**config.mk**
```make
export PLATFORM = sky130hd
export DESIGN_NAME = pe_packet_sender_flat
export DESIGN_NICKNAME = d
export VERILOG_FILES = /design/src/rtl/pe_packet_sender_pkg.sv /design/src/rtl/pe_packet_sender_if.sv /design/src/rtl/pkt_skid_fifo.sv /design/src/rtl/pe_packet_sender.sv /design/src/flat_wrapper.sv
export SDC_FILE = /design/constraint.sdc
export NUM_CORES = 1
export LEC_CHECK = 0
export CORE_MARGIN = 1
export CORE_UTILIZATION = 30
export CTS_CLUSTER_SIZE = 30
export DETAILED_ROUTE_END_ITERATION = 8
export GPL_TIMING_DRIVEN = 0
export PLACE_DENSITY = 0.58
export SYNTH_ARGS = -nofsm -noshare
export SYNTH_HDL_FRONTEND = slang
export SYNTH_SLANG_ARGS = --single-unit
```
**constraint.sdc**
```tcl
create_clock -name clk -period 8.2 [get_ports clk]
set_clock_uncertainty 0.1 [all_clocks]
set_input_delay 1.23 -clock clk [delete_from_list [all_inputs] [get_ports clk]]
set_output_delay 1.23 -clock clk [all_outputs]
set_load 0.02 [all_outputs]
```
**src/rtl/pe_packet_sender_pkg.sv**
```systemverilog
// Shared types and constants for the PE packet sender: operation stage/mode enums,
// the broadcast packet format and the per-mode packet index limits.
package pe_packet_sender_pkg;

    localparam int IFDATA_SIZE = 8;
    localparam int PKT_IDX_W   = 7;

    localparam logic [2:0]           FILTER_ROW_MAX    = 3'd4;
    localparam logic [PKT_IDX_W-1:0] MODE1_PKT_IDX_MAX = 7'd15;
    localparam logic [PKT_IDX_W-1:0] MODE2_PKT_IDX_MAX = 7'd31;
    localparam logic [PKT_IDX_W-1:0] MODE3_PKT_IDX_MAX = 7'd63;
    localparam logic [PKT_IDX_W-1:0] MODE4_PKT_IDX_MAX = 7'd95;

    typedef enum logic [1:0] {
        MODE1 = 2'd0,
        MODE2 = 2'd1,
        MODE3 = 2'd2,
        MODE4 = 2'd3
    } OP_MODE;

    typedef enum logic {
        LOAD_FILTER = 1'b0,
        CONV        = 1'b1
    } OP_STAGE;

    typedef struct packed {
        logic                     valid;
        logic [PKT_IDX_W-1:0]     packet_idx;
        logic [4*IFDATA_SIZE-1:0] data;
    } PE_IN_PACKET;

    typedef enum logic [1:0] {
        IDLE   = 2'd0,
        FETCH  = 2'd1,
        SEND   = 2'd2,
        FINISH = 2'd3
    } sender_state_t;

    function automatic logic [PKT_IDX_W-1:0] conv_idx_max(input OP_MODE mode);
        logic [PKT_IDX_W-1:0] max_idx;
        case (mode)
            MODE1:   max_idx = MODE1_PKT_IDX_MAX;
            MODE2:   max_idx = MODE2_PKT_IDX_MAX;
            MODE3:   max_idx = MODE3_PKT_IDX_MAX;
            default: max_idx = MODE4_PKT_IDX_MAX;
        endcase
        return max_idx;
    endfunction

    // MODE4 filters are only three rows tall.
    function automatic logic [2:0] filter_row_max(input OP_MODE mode);
        return (mode == MODE4) ? 3'd2 : FILTER_ROW_MAX;
    endfunction

endpackage

```
**src/rtl/pe_packet_sender_if.sv**
```systemverilog
// Control, buffer-read and PE broadcast signals of the packet sender.
// master = the sender itself, slave = the surrounding controller/buffer/PE array.
interface pe_packet_sender_if #(
    parameter int ADDR_W = 10,
    parameter int NUM_PE = 24
) ();
    import pe_packet_sender_pkg::*;

    logic                     start;
    OP_STAGE                  op_stage;
    OP_MODE                   mode;
    logic [ADDR_W-1:0]        base_addr;
    logic [9:0]               num_pkts;
    logic                     rd_en;
    logic [ADDR_W-1:0]        rd_addr;
    logic [4*IFDATA_SIZE-1:0] rd_data;
    PE_IN_PACKET              pe_packet;
    logic [NUM_PE-1:0]        pe_full;
    logic [NUM_PE-1:0]        pe_error;
    logic                     busy;
    logic                     done;
    logic                     error;

    modport master (
        input  start, op_stage, mode, base_addr, num_pkts, rd_data, pe_full, pe_error,
        output rd_en, rd_addr, pe_packet, busy, done, error
    );

    modport slave (
        output start, op_stage, mode, base_addr, num_pkts, rd_data, pe_full, pe_error,
        input  rd_en, rd_addr, pe_packet, busy, done, error
    );

endinterface

```
**src/rtl/pkt_skid_fifo.sv**
```systemverilog
// Two-entry FIFO absorbing buffer read data while the PE array is stalled.
// Simultaneous push and pop are supported; pops on an empty FIFO are ignored.
module pkt_skid_fifo #(
    parameter int W = 32
) (
    input  logic         clk,
    input  logic         rst,
    input  logic         push,
    input  logic [W-1:0] push_data,
    input  logic         pop,
    output logic [W-1:0] head_data,
    output logic [1:0]   count
);
    logic       wr_ptr_reg;
    logic       rd_ptr_reg;
    logic [1:0] count_reg;
    logic [1:0] count_next;
    logic       pop_eff;

    assign pop_eff = pop && (count_reg != 2'd0);

    genvar gi;
    generate
        for (gi = 0; gi < 2; gi++) begin : g_entry
            logic [W-1:0] data_reg;
            always_ff @(posedge clk or posedge rst) begin
                if (rst) begin
                    data_reg <= '0;
                end else if (push && (wr_ptr_reg == 1'(gi))) begin
                    data_reg <= push_data;
                end
            end
        end
    endgenerate

    always_comb begin
        count_next = count_reg;
        if (push && !pop_eff) begin
            count_next = count_reg + 2'd1;
        end else if (!push && pop_eff) begin
            count_next = count_reg - 2'd1;
        end
    end

    always_ff @(posedge clk or posedge rst) begin
        if (rst) begin
            wr_ptr_reg <= 1'b0;
            rd_ptr_reg <= 1'b0;
            count_reg  <= 2'd0;
        end else begin
            if (push) begin
                wr_ptr_reg <= ~wr_ptr_reg;
            end
            if (pop_eff) begin
                rd_ptr_reg <= ~rd_ptr_reg;
            end
            count_reg <= count_next;
        end
    end

    assign head_data = rd_ptr_reg ? g_entry[1].data_reg : g_entry[0].data_reg;
    assign count     = count_reg;

endmodule

```
**src/rtl/pe_packet_sender.sv**
```systemverilog
// Reads packet data from the global buffer and broadcasts indexed packets to the PE array.
// Optional SENDER_STALL_CNT_EN adds a saturating stall_cnt output (stalled cycles with data pending).
module pe_packet_sender
    import pe_packet_sender_pkg::*;
#(
    parameter int ADDR_W = 10,
    parameter int NUM_PE = 24
) (
    input  logic               clk,
    input  logic               rst,
    pe_packet_sender_if.master bus
`ifdef SENDER_STALL_CNT_EN
    ,
    output logic [15:0]        stall_cnt
`endif
);
    sender_state_t state_reg, state_next;

    logic [9:0]               num_pkts_reg;
    logic [9:0]               issued_cnt_reg;
    logic [9:0]               sent_cnt_reg;
    logic [ADDR_W-1:0]        base_addr_reg;
    OP_STAGE                  op_stage_reg;
    OP_MODE                   mode_reg;
    logic [2:0]               row_reg;
    logic [1:0]               filt_reg;
    logic [PKT_IDX_W-1:0]     conv_idx_reg;
    logic                     inflight_reg;
    logic                     error_reg;

    logic [NUM_PE-1:0]        full_vec;
    logic [NUM_PE-1:0]        err_vec;
    logic                     any_full;
    logic                     start_acc;
    logic                     send;
    logic                     rd_issue;
    logic                     last_read;
    logic                     last_send;
    logic [2:0]               occupancy;
    logic [1:0]               fifo_count;
    logic [4*IFDATA_SIZE-1:0] fifo_head;
    logic [PKT_IDX_W-1:0]     cur_idx;

    assign full_vec  = bus.pe_full;
    assign err_vec   = bus.pe_error;
    assign any_full  = |full_vec;
    assign start_acc = bus.start && (state_reg == IDLE);
    assign send      = (fifo_count != 2'd0) && !any_full;

    // Entries the FIFO will hold after this cycle; a read is only issued if its
    // data is guaranteed a free slot when it returns next cycle.
    assign occupancy = {1'b0, fifo_count} + {2'b00, inflight_reg} - {2'b00, send};
    assign rd_issue  = (state_reg == FETCH) && (issued_cnt_reg != num_pkts_reg)
                       && (occupancy < 3'd2);
    assign last_read = rd_issue && (issued_cnt_reg == num_pkts_reg - 10'd1);
    assign last_send = send && (sent_cnt_reg == num_pkts_reg - 10'd1);

    pkt_skid_fifo #(
        .W(4*IFDATA_SIZE)
    ) u_fifo (
        .clk       (clk),
        .rst       (rst),
        .push      (inflight_reg),
        .push_data (bus.rd_data),
        .pop       (send),
        .head_data (fifo_head),
        .count     (fifo_count)
    );

    always_ff @(posedge clk or posedge rst) begin
        if (rst) begin
            state_reg <= IDLE;
        end else begin
            state_reg <= state_next;
        end
    end

    always_comb begin
        state_next = state_reg;
        case (state_reg)
            IDLE: begin
                if (bus.start) begin
                    state_next = (bus.num_pkts == 10'd0) ? FINISH : FETCH;
                end
            end
            FETCH: begin
                if (last_read) begin
                    state_next = SEND;
                end
            end
            SEND: begin
                if (last_send) begin
                    state_next = FINISH;
                end
            end
            FINISH:  state_next = IDLE;
            default: state_next = IDLE;
        endcase
    end

    always_comb begin
        bus.rd_en     = rd_issue;
        bus.rd_addr   = '0;
        if (rd_issue) begin
            bus.rd_addr = base_addr_reg + ADDR_W'(issued_cnt_reg);
        end
        bus.busy      = (state_reg == FETCH) || (state_reg == SEND);
        bus.done      = (state_reg == FINISH);
        bus.error     = error_reg;
        bus.pe_packet = '0;
        if (send) begin
            bus.pe_packet.valid      = 1'b1;
            bus.pe_packet.packet_idx = cur_idx;
            bus.pe_packet.data       = fifo_head;
        end
    end

    always_comb begin
        cur_idx = conv_idx_reg;
        if (op_stage_reg == LOAD_FILTER) begin
            cur_idx = {{(PKT_IDX_W-5){1'b0}}, filt_reg, row_reg};
        end
    end

    always_ff @(posedge clk or posedge rst) begin
        if (rst) begin
            num_pkts_reg   <= '0;
            issued_cnt_reg <= '0;
            sent_cnt_reg   <= '0;
            base_addr_reg  <= '0;
            op_stage_reg   <= LOAD_FILTER;
            mode_reg       <= MODE1;
            row_reg        <= '0;
            filt_reg       <= '0;
            conv_idx_reg   <= '0;
            inflight_reg   <= 1'b0;
        end else begin
            inflight_reg <= rd_issue;
            if (start_acc) begin
                num_pkts_reg   <= bus.num_pkts;
                base_addr_reg  <= bus.base_addr;
                op_stage_reg   <= bus.op_stage;
                mode_reg       <= bus.mode;
                issued_cnt_reg <= '0;
                sent_cnt_reg   <= '0;
                row_reg        <= '0;
                filt_reg       <= '0;
                conv_idx_reg   <= '0;
            end else begin
                if (rd_issue) begin
                    issued_cnt_reg <= issued_cnt_reg + 10'd1;
                end
                if (send) begin
                    sent_cnt_reg <= sent_cnt_reg + 10'd1;
                    if (op_stage_reg == LOAD_FILTER) begin
                        if (row_reg == filter_row_max(mode_reg)) begin
                            row_reg  <= '0;
                            filt_reg <= filt_reg + 2'd1;
                        end else begin
                            row_reg <= row_reg + 3'd1;
                        end
                    end else begin
                        conv_idx_reg <= (conv_idx_reg == conv_idx_max(mode_reg))
                                        ? '0 : conv_idx_reg + 1'b1;
                    end
                end
            end
        end
    end

    // A PE error arriving together with a start is kept rather than lost.
    always_ff @(posedge clk or posedge rst) begin
        if (rst) begin
            error_reg <= 1'b0;
        end else if (|err_vec) begin
            error_reg <= 1'b1;
        end else if (start_acc) begin
            error_reg <= 1'b0;
        end
    end

`ifdef SENDER_STALL_CNT_EN
    logic [15:0] stall_cnt_reg;

    always_ff @(posedge clk or posedge rst) begin
        if (rst) begin
            stall_cnt_reg <= '0;
        end else if (start_acc) begin
            stall_cnt_reg <= '0;
        end else if ((fifo_count != 2'd0) && any_full && (stall_cnt_reg != 16'hFFFF)) begin
            stall_cnt_reg <= stall_cnt_reg + 16'd1;
        end
    end

    assign stall_cnt = stall_cnt_reg;
`endif

endmodule

```
**src/flat_wrapper.sv**
```systemverilog
// flat-port wrapper written by rule: the top's interface ports become plain ports
module pe_packet_sender_flat import pe_packet_sender_pkg::*;
#(
    parameter int ADDR_W = 10,
    parameter int NUM_PE = 24
)
  (clk, rst, bus_start, bus_op_stage, bus_mode, bus_base_addr, bus_num_pkts, bus_rd_data, bus_pe_full, bus_pe_error, bus_rd_en, bus_rd_addr, bus_pe_packet, bus_busy, bus_done, bus_error);
  pe_packet_sender_if #(.ADDR_W(ADDR_W), .NUM_PE(NUM_PE)) bus_i ();
  input  logic clk;
  input  logic rst;
  input wire logic [$bits(bus_i.start)-1:0] bus_start;
  input wire logic [$bits(bus_i.op_stage)-1:0] bus_op_stage;
  input wire logic [$bits(bus_i.mode)-1:0] bus_mode;
  input wire logic [$bits(bus_i.base_addr)-1:0] bus_base_addr;
  input wire logic [$bits(bus_i.num_pkts)-1:0] bus_num_pkts;
  input wire logic [$bits(bus_i.rd_data)-1:0] bus_rd_data;
  input wire logic [$bits(bus_i.pe_full)-1:0] bus_pe_full;
  input wire logic [$bits(bus_i.pe_error)-1:0] bus_pe_error;
  output wire logic [$bits(bus_i.rd_en)-1:0] bus_rd_en;
  output wire logic [$bits(bus_i.rd_addr)-1:0] bus_rd_addr;
  output wire logic [$bits(bus_i.pe_packet)-1:0] bus_pe_packet;
  output wire logic [$bits(bus_i.busy)-1:0] bus_busy;
  output wire logic [$bits(bus_i.done)-1:0] bus_done;
  output wire logic [$bits(bus_i.error)-1:0] bus_error;
  assign bus_i.start = bus_start;
  assign bus_i.op_stage = bus_op_stage;
  assign bus_i.mode = bus_mode;
  assign bus_i.base_addr = bus_base_addr;
  assign bus_i.num_pkts = bus_num_pkts;
  assign bus_i.rd_data = bus_rd_data;
  assign bus_i.pe_full = bus_pe_full;
  assign bus_i.pe_error = bus_pe_error;
  assign bus_rd_en = bus_i.rd_en;
  assign bus_rd_addr = bus_i.rd_addr;
  assign bus_pe_packet = bus_i.pe_packet;
  assign bus_busy = bus_i.busy;
  assign bus_done = bus_i.done;
  assign bus_error = bus_i.error;
  pe_packet_sender #(.ADDR_W(ADDR_W), .NUM_PE(NUM_PE)) u_core (.clk(clk), .rst(rst), .bus(bus_i));
endmodule
```
# Word-level counts from Yosys, hierarchy flattened
# Cells that the tools add are included.
totals:
  ff_bits: 127
  out_inout_bits: 54
  elab_cells: 111
classes:
  add_sub_neg: 11
  magnitude_cmp: 1
  eq_ne: 15
  muxes: 34
  bitwise: 2
  n_reduce_logical: 31
ops:
  columns: ["op", "n"]
  rows:
  - ["$mux W7", 8]
  - ["$mux W10", 5]
  - ["$reduce_or A24 Y1", 2]
  - ["$mux W40", 1]
  - ["$mux W32", 1]
  - ["$pmux W7 S3", 1]
  - ["$add A10 B1 Y10 const B", 2]
  - ["$eq A10 B10 Y1", 2]
  - ["$mux W2", 10]
  - ["$mux W3", 5]
  - ["$reduce_bool A2 Y1", 7]
  - ["$logic_and A1 B1 Y1", 11]
  - ["$add A10 B10 Y10", 1]
  - ["$logic_not A10 Y1", 1]
  - ["$ne A10 B10 Y1", 1]
  - ["$sub A10 B1 Y10 const B", 1]
  - ["$eq A2 B2 Y1 const B", 4]
  - ["$pmux W2 S4", 1]
  - ["$add A7 B1 Y7 const B", 1]
  - ["$eq A7 B7 Y1", 1]
  - ["$reduce_and A3 Y1", 2]
  - ["$add A2 B1 Y2 const B", 2]
  - ["$eq A2 B1 Y1 const B", 2]
  - ["$logic_not A2 Y1", 2]
  - ["other kinds (13)", 20]

# Depth between registers and ports, before layout
logic_depth:
  word_depth: 10
  ltp_mapped: 16
  ltp_nobuf: 14

# By module
# Synthesis repeated with hierarchy kept, for this count alone.
unflattened:
  hier_cells: 707
  hier_area_um2: 7362.1
modules_own_cells:
  columns: ["mod", "n_inst", "cells_each", "area_per_inst_um2", "seq_area_each_um2"]
  rows:
  - ["pe_packet_sender", 1, 521, 4281.6, 1476.4]
  - ["pkt_skid_fifo", 1, 186, 3080.5, 1701.6]

# Worst setup path after synthesis
# OpenSTA, ideal clock, no wires.
synth_timing:
  path_kind: "in2out"
  startpoint: "in bus_pe_full[15]"
  endpoint: "out bus_rd_addr[7]"
  arrival_ns: 3.950
  setup_slack_ns: 2.920
  path_stages: 13
  path_cell_list: "nor4_1 o2111a_1 nand4_1 clkbuf_1 clkbuf_1 ha_1 nand2b_1 fa_1 xnor2_1 and3_1 o31ai_4 inv_2 and2_1"
synth_between:
  elab_chain_cells: 7
synth_rtl:
  columns: ["element", "line", "source"]
  rows:
  - ["start: declaration", "flat_wrapper.sv:17", "input wire logic [$bits(bus_i.pe_full)-1:0] bus_pe_full;"]
  - ["$reduce_or A24 Y1", "pe_packet_sender.sv:46", "assign any_full = |full_vec;"]
  - ["$logic_not A1 Y1", "pe_packet_sender.sv:48", "assign send = (fifo_count != 2'd0) && !any_full;"]
  - ["$logic_and A1 B1 Y1", "pe_packet_sender.sv:48", null]
  - ["$sub A3 B1 Y3", "pe_packet_sender.sv:52", "assign occupancy = {1'b0, fifo_count} + {2'b00, inflight_reg} - {2'b00, send};"]
  - ["$lt A3 B2 Y1", "pe_packet_sender.sv:54", "&& (occupancy < 3'd2);"]
  - ["$logic_and A1 B1 Y1", "pe_packet_sender.sv:54", null]
  - ["via bus_rd_en", "flat_wrapper.sv:19", "output wire logic [$bits(bus_i.rd_en)-1:0] bus_rd_en;"]
  - ["$mux W10", "pe_packet_sender.sv:104", "if (rd_issue) begin"]
  - ["end: declaration", "flat_wrapper.sv:20", "output wire logic [$bits(bus_i.rd_addr)-1:0] bus_rd_addr;"]
# The timed path passes the listed nets, and every way through them passes these cells.

# Final worst setup path
layout_timing:
  startpoint: "in bus_pe_full[15]"
  endpoint: "out bus_rd_addr[7]"
layout_between:
  elab_chain_cells: 7
layout_rtl:
  columns: ["element", "line"]
  rows:
  - ["$reduce_or A24 Y1", "pe_packet_sender.sv:46"]
  - ["$logic_not A1 Y1", "pe_packet_sender.sv:48"]
  - ["$logic_and A1 B1 Y1", "pe_packet_sender.sv:48"]
  - ["$sub A3 B1 Y3", "pe_packet_sender.sv:52"]
  - ["$lt A3 B2 Y1", "pe_packet_sender.sv:54"]
  - ["$logic_and A1 B1 Y1", "pe_packet_sender.sv:54"]
  - ["$mux W10", "pe_packet_sender.sv:104"]
# No other way between the ends.

==> impl_metrics.py <==
metrics = {
    "synth": {
        "synth.top_cell.area_share": 0.456,
        "ys_seq_elements": 127,
        "synth_ff_type": "dfrtp_1",
        "ys_types": 61,
        "synth.avg_cell_area_sq_um": 10.1,
        "synthTopCellsByCount": "dfrtp_1, nor2_1, nand2_1, mux2_2, xnor2_1",
        "yosys-top-cells-area": "dfrtp_1, mux2_2, mux2i_1",
        "ys_seq_area_frac": 0.456,
        "synth_area_sq_um": 6970,
        "yosysMostFrequentCell": "dfrtp_1",
        "yosys.area.top_type": "dfrtp_1",
        "postSynthCellCount": 689,
        "synth_edf_count": 0,
        "async_reset_ff_frac": 1.00,
        "syn_nets": 818,
        "yosys_warnings": 0,
    },
    "floorplanning": {
        "fp.dieArea_sq_um": 23900,
        "io_pins": 160,
        "die_h_microns": 154,
        "rows": 55,
        "die_w_microns": 154,
        "placeableCoreArea_sq_um": 22700,
        "initial_core_util": 0.307,
    },
    "routing": {
        "drc": 0,
        "wl_mm": 17.8,
        "vias_per_cell": 4.79,
        "drt_iter0_markers": 198,
        "vias": 5589,
        "postRouteAntennaNets": 0,
        "firstDrtPassIters": 6,
        "wl_per_cell_microns": 15.3,
    },
    "layout": {
        "final_cell_area_sq_um": 9550,
        "nets": 997,
        "antennaDiodeCount": 0,
        "drive_above_1_share": 0.127,
        "n_fill_cell": 2311,
        "area_growth_pct": 37.0,
        "largest_register_ffs": 64,
    },
    "power_and_ir_drop": {
        "power_switching_uw": 1060,
        "finalPower_uw": 2900,
        "combPwrFrac": 0.378,
        "power_leakage_uw": 0.00387,
        "p_per_area_nw_per_um2": 303,
        "ir_worst_vdd_v": 0.000117,
        "p_int_uw": 1840,
        "power_frac_seq": 0.364,
        "swShare": 0.366,
        "power.share.clock": 0.258,
    },
    "grt": {
        "grt_overflow": 0,
        "grt_usage": 0.160,
        "grt_first_pass_wirelength_mm": 30.0,
        "grt_pass1_vias": 5763,
        "grt_antenna_before_repair": 0,
        "grt_max_degree": 73,
    },
    "timing": {
        "hold_violations": 0,
        "rsz0062_at_grt": "false",
        "finalCriticalPeriod_ns": 6.82,
        "final_max_slew_viol_count": 0,
        "fmax_mhz": 147,
        "final.setup.tns_ns": 0,
        "fin_crit_sh": 0.832,
        "setup_viol": 0,
        "tightest_slew_ns": 0.757,
        "max-slew-margin-rel": 0.496,
        "fin_ws_ns": 1.38,
    },
    "clock_network": {
        "cts-root-buf": "clkbuf_16",
        "clk_pin_slew_ns": 0.06,
        "clk_latency_ns": 0.42,
        "cts_sinks": 127,
        "cts_hold_buf": 0,
        "ctsResizeCount": 0,
        "tritoncts.num_buffers": 17,
        "cts_tree": "yes",
        "htreeDepth": 4,
        "cts_max_path_buffers": 2,
        "cts_setup_buffers": 0,
    },
    "min_path": {
        "hold_path_class": "reg2reg",
    },
    "setup_path": {
        "slowest_stage": "clkdlybuf4s50_1",
        "end_kind": "primary output",
        "worstPathCellList": "clkdlybuf4s50_1, nor4_1, o2111a_1, nand4_1, clkbuf_1, clkbuf_1, ha_1, nand2b_1, fa_1, xnor2_1, and3_1, o31ai_4, inv_2, and2_1, clkdlybuf4s50_1",
        "required_ns": 6.87,
        "startpoint_type": "input pin",
        "slowest_delay_ns": 0.60,
        "crit_fanout": 11,
        "crit_arrival_ns": 5.49,
        "crit_type": "in2out",
    },
    "place": {
        "post-place-ws_ns": 1.33,
        "dpl.hpwl_mm": 13.2,
        "port_buffers": 159,
        "dpl_cell_area_sq_um": 8950,
        "gp_congestion": 0.844,
    },
    "status": {
        "outcome": "complete, no violations",
    },
    "job": {
        "timing.max_cap.violations": 0,
    },
}
routing by layer:
layer	GRT usage	part of all wire	vias to the layer above
li1	-	-	2746
met2	0.254	0.46	130
met4	0.0448	0.0093	0
met3	0.0516	0.070	15
met5	0	0	-
met1	0.208	0.47	2698
metrics by stage:
step,hold WS [ns],std cells,utilization
6_report,0.383,1166,0.421
3_3_place_gp,0.369,1133,0.393
3_5_place_dp,0.374,1134,0.394
4_1_cts,0.390,1166,0.421
5_1_grt,0.404,1166,0.421
2_1_floorplan,0.352,689,-
final timing paths:
check,from,end,slack [ns],depth (start not counted)
max in group asynchronous,rst,u_core.bus.error$_DFFE_PP0P_,6.12,3
max reg2reg,u_core.u_fifo.count[1]$_DFFE_PP0P_,u_core.issued_cnt_reg[9]$_DFFE_PP0P_,3.79,15
min,u_core.u_fifo.wr_ptr_reg$_DFFE_PP0P_,u_core.u_fifo.wr_ptr_reg$_DFFE_PP0P_,0.38,1
min reg2reg,u_core.u_fifo.wr_ptr_reg$_DFFE_PP0P_,u_core.u_fifo.wr_ptr_reg$_DFFE_PP0P_,0.38,1
min in group asynchronous,rst,u_core.u_fifo.g_entry[1].data_reg[5]$_DFFE_PP0P_,1.13,2
max,bus_pe_full[15],bus_rd_addr[7],1.38,15
cells in the final DEF, fill, tap and decap left out, types with 21 or more instances in the layout:
| cell type | count |
|---|---|
| mux2i_1 | 40 |
| ha_1 | 21 |
| xnor2_1 | 44 |
| mux2_2 | 64 |
| clkbuf_1 | 22 |
| dfrtp_1 | 127 |
| clkdlybuf4s50_1 | 159 |
| nor2_1 | 88 |
| nand2_1 | 84 |
power by group through the flow:
stage                     registers (uW)  clock network, uW  logic [uW]
final                               1050                748        1100
after global routing                1090                798        1220
after CTS                           1050                770        1110
after detailed placement            1060                  0        1110
after global placement              1060                  0        1080
after floorplan                     1010                  0         825
worst max-delay path: cells and delay by family:
family | cells | cell delay, ns
buffers and inverters | 5 | 1.82
and+or+nand+nor | 5 | 1.09
adders and majority gates | 2 | 0.78
AOI/OAI and AO/OA | 2 | 0.41
xor gates and xnor gates | 1 | 0.15
cell families after synthesis:
group                      share of synthesized area
DFF                                            0.456
xor gates and xnor gates                      0.0741
adders and majority gates                     0.0434
muxes                                          0.161
and+or+nand+nor                                0.165
buffers and inverters                         0.0305
AOI/OAI and AO/OA                             0.0705
final cells by class:
cell class	count	area, sq um	area share
timing repair buffer	160	1620	0.169
buffer	33	138	0.0144
clock buffer	17	425	0.0445
multi-input combinational	509	3580	0.375
sequential	127	3180	0.333
tap	285	357	0.0373
inverter	20	80.1	0.00838
clock inverter	15	174	0.0182
No activity file was read; power rests on OpenSTA's default activity.
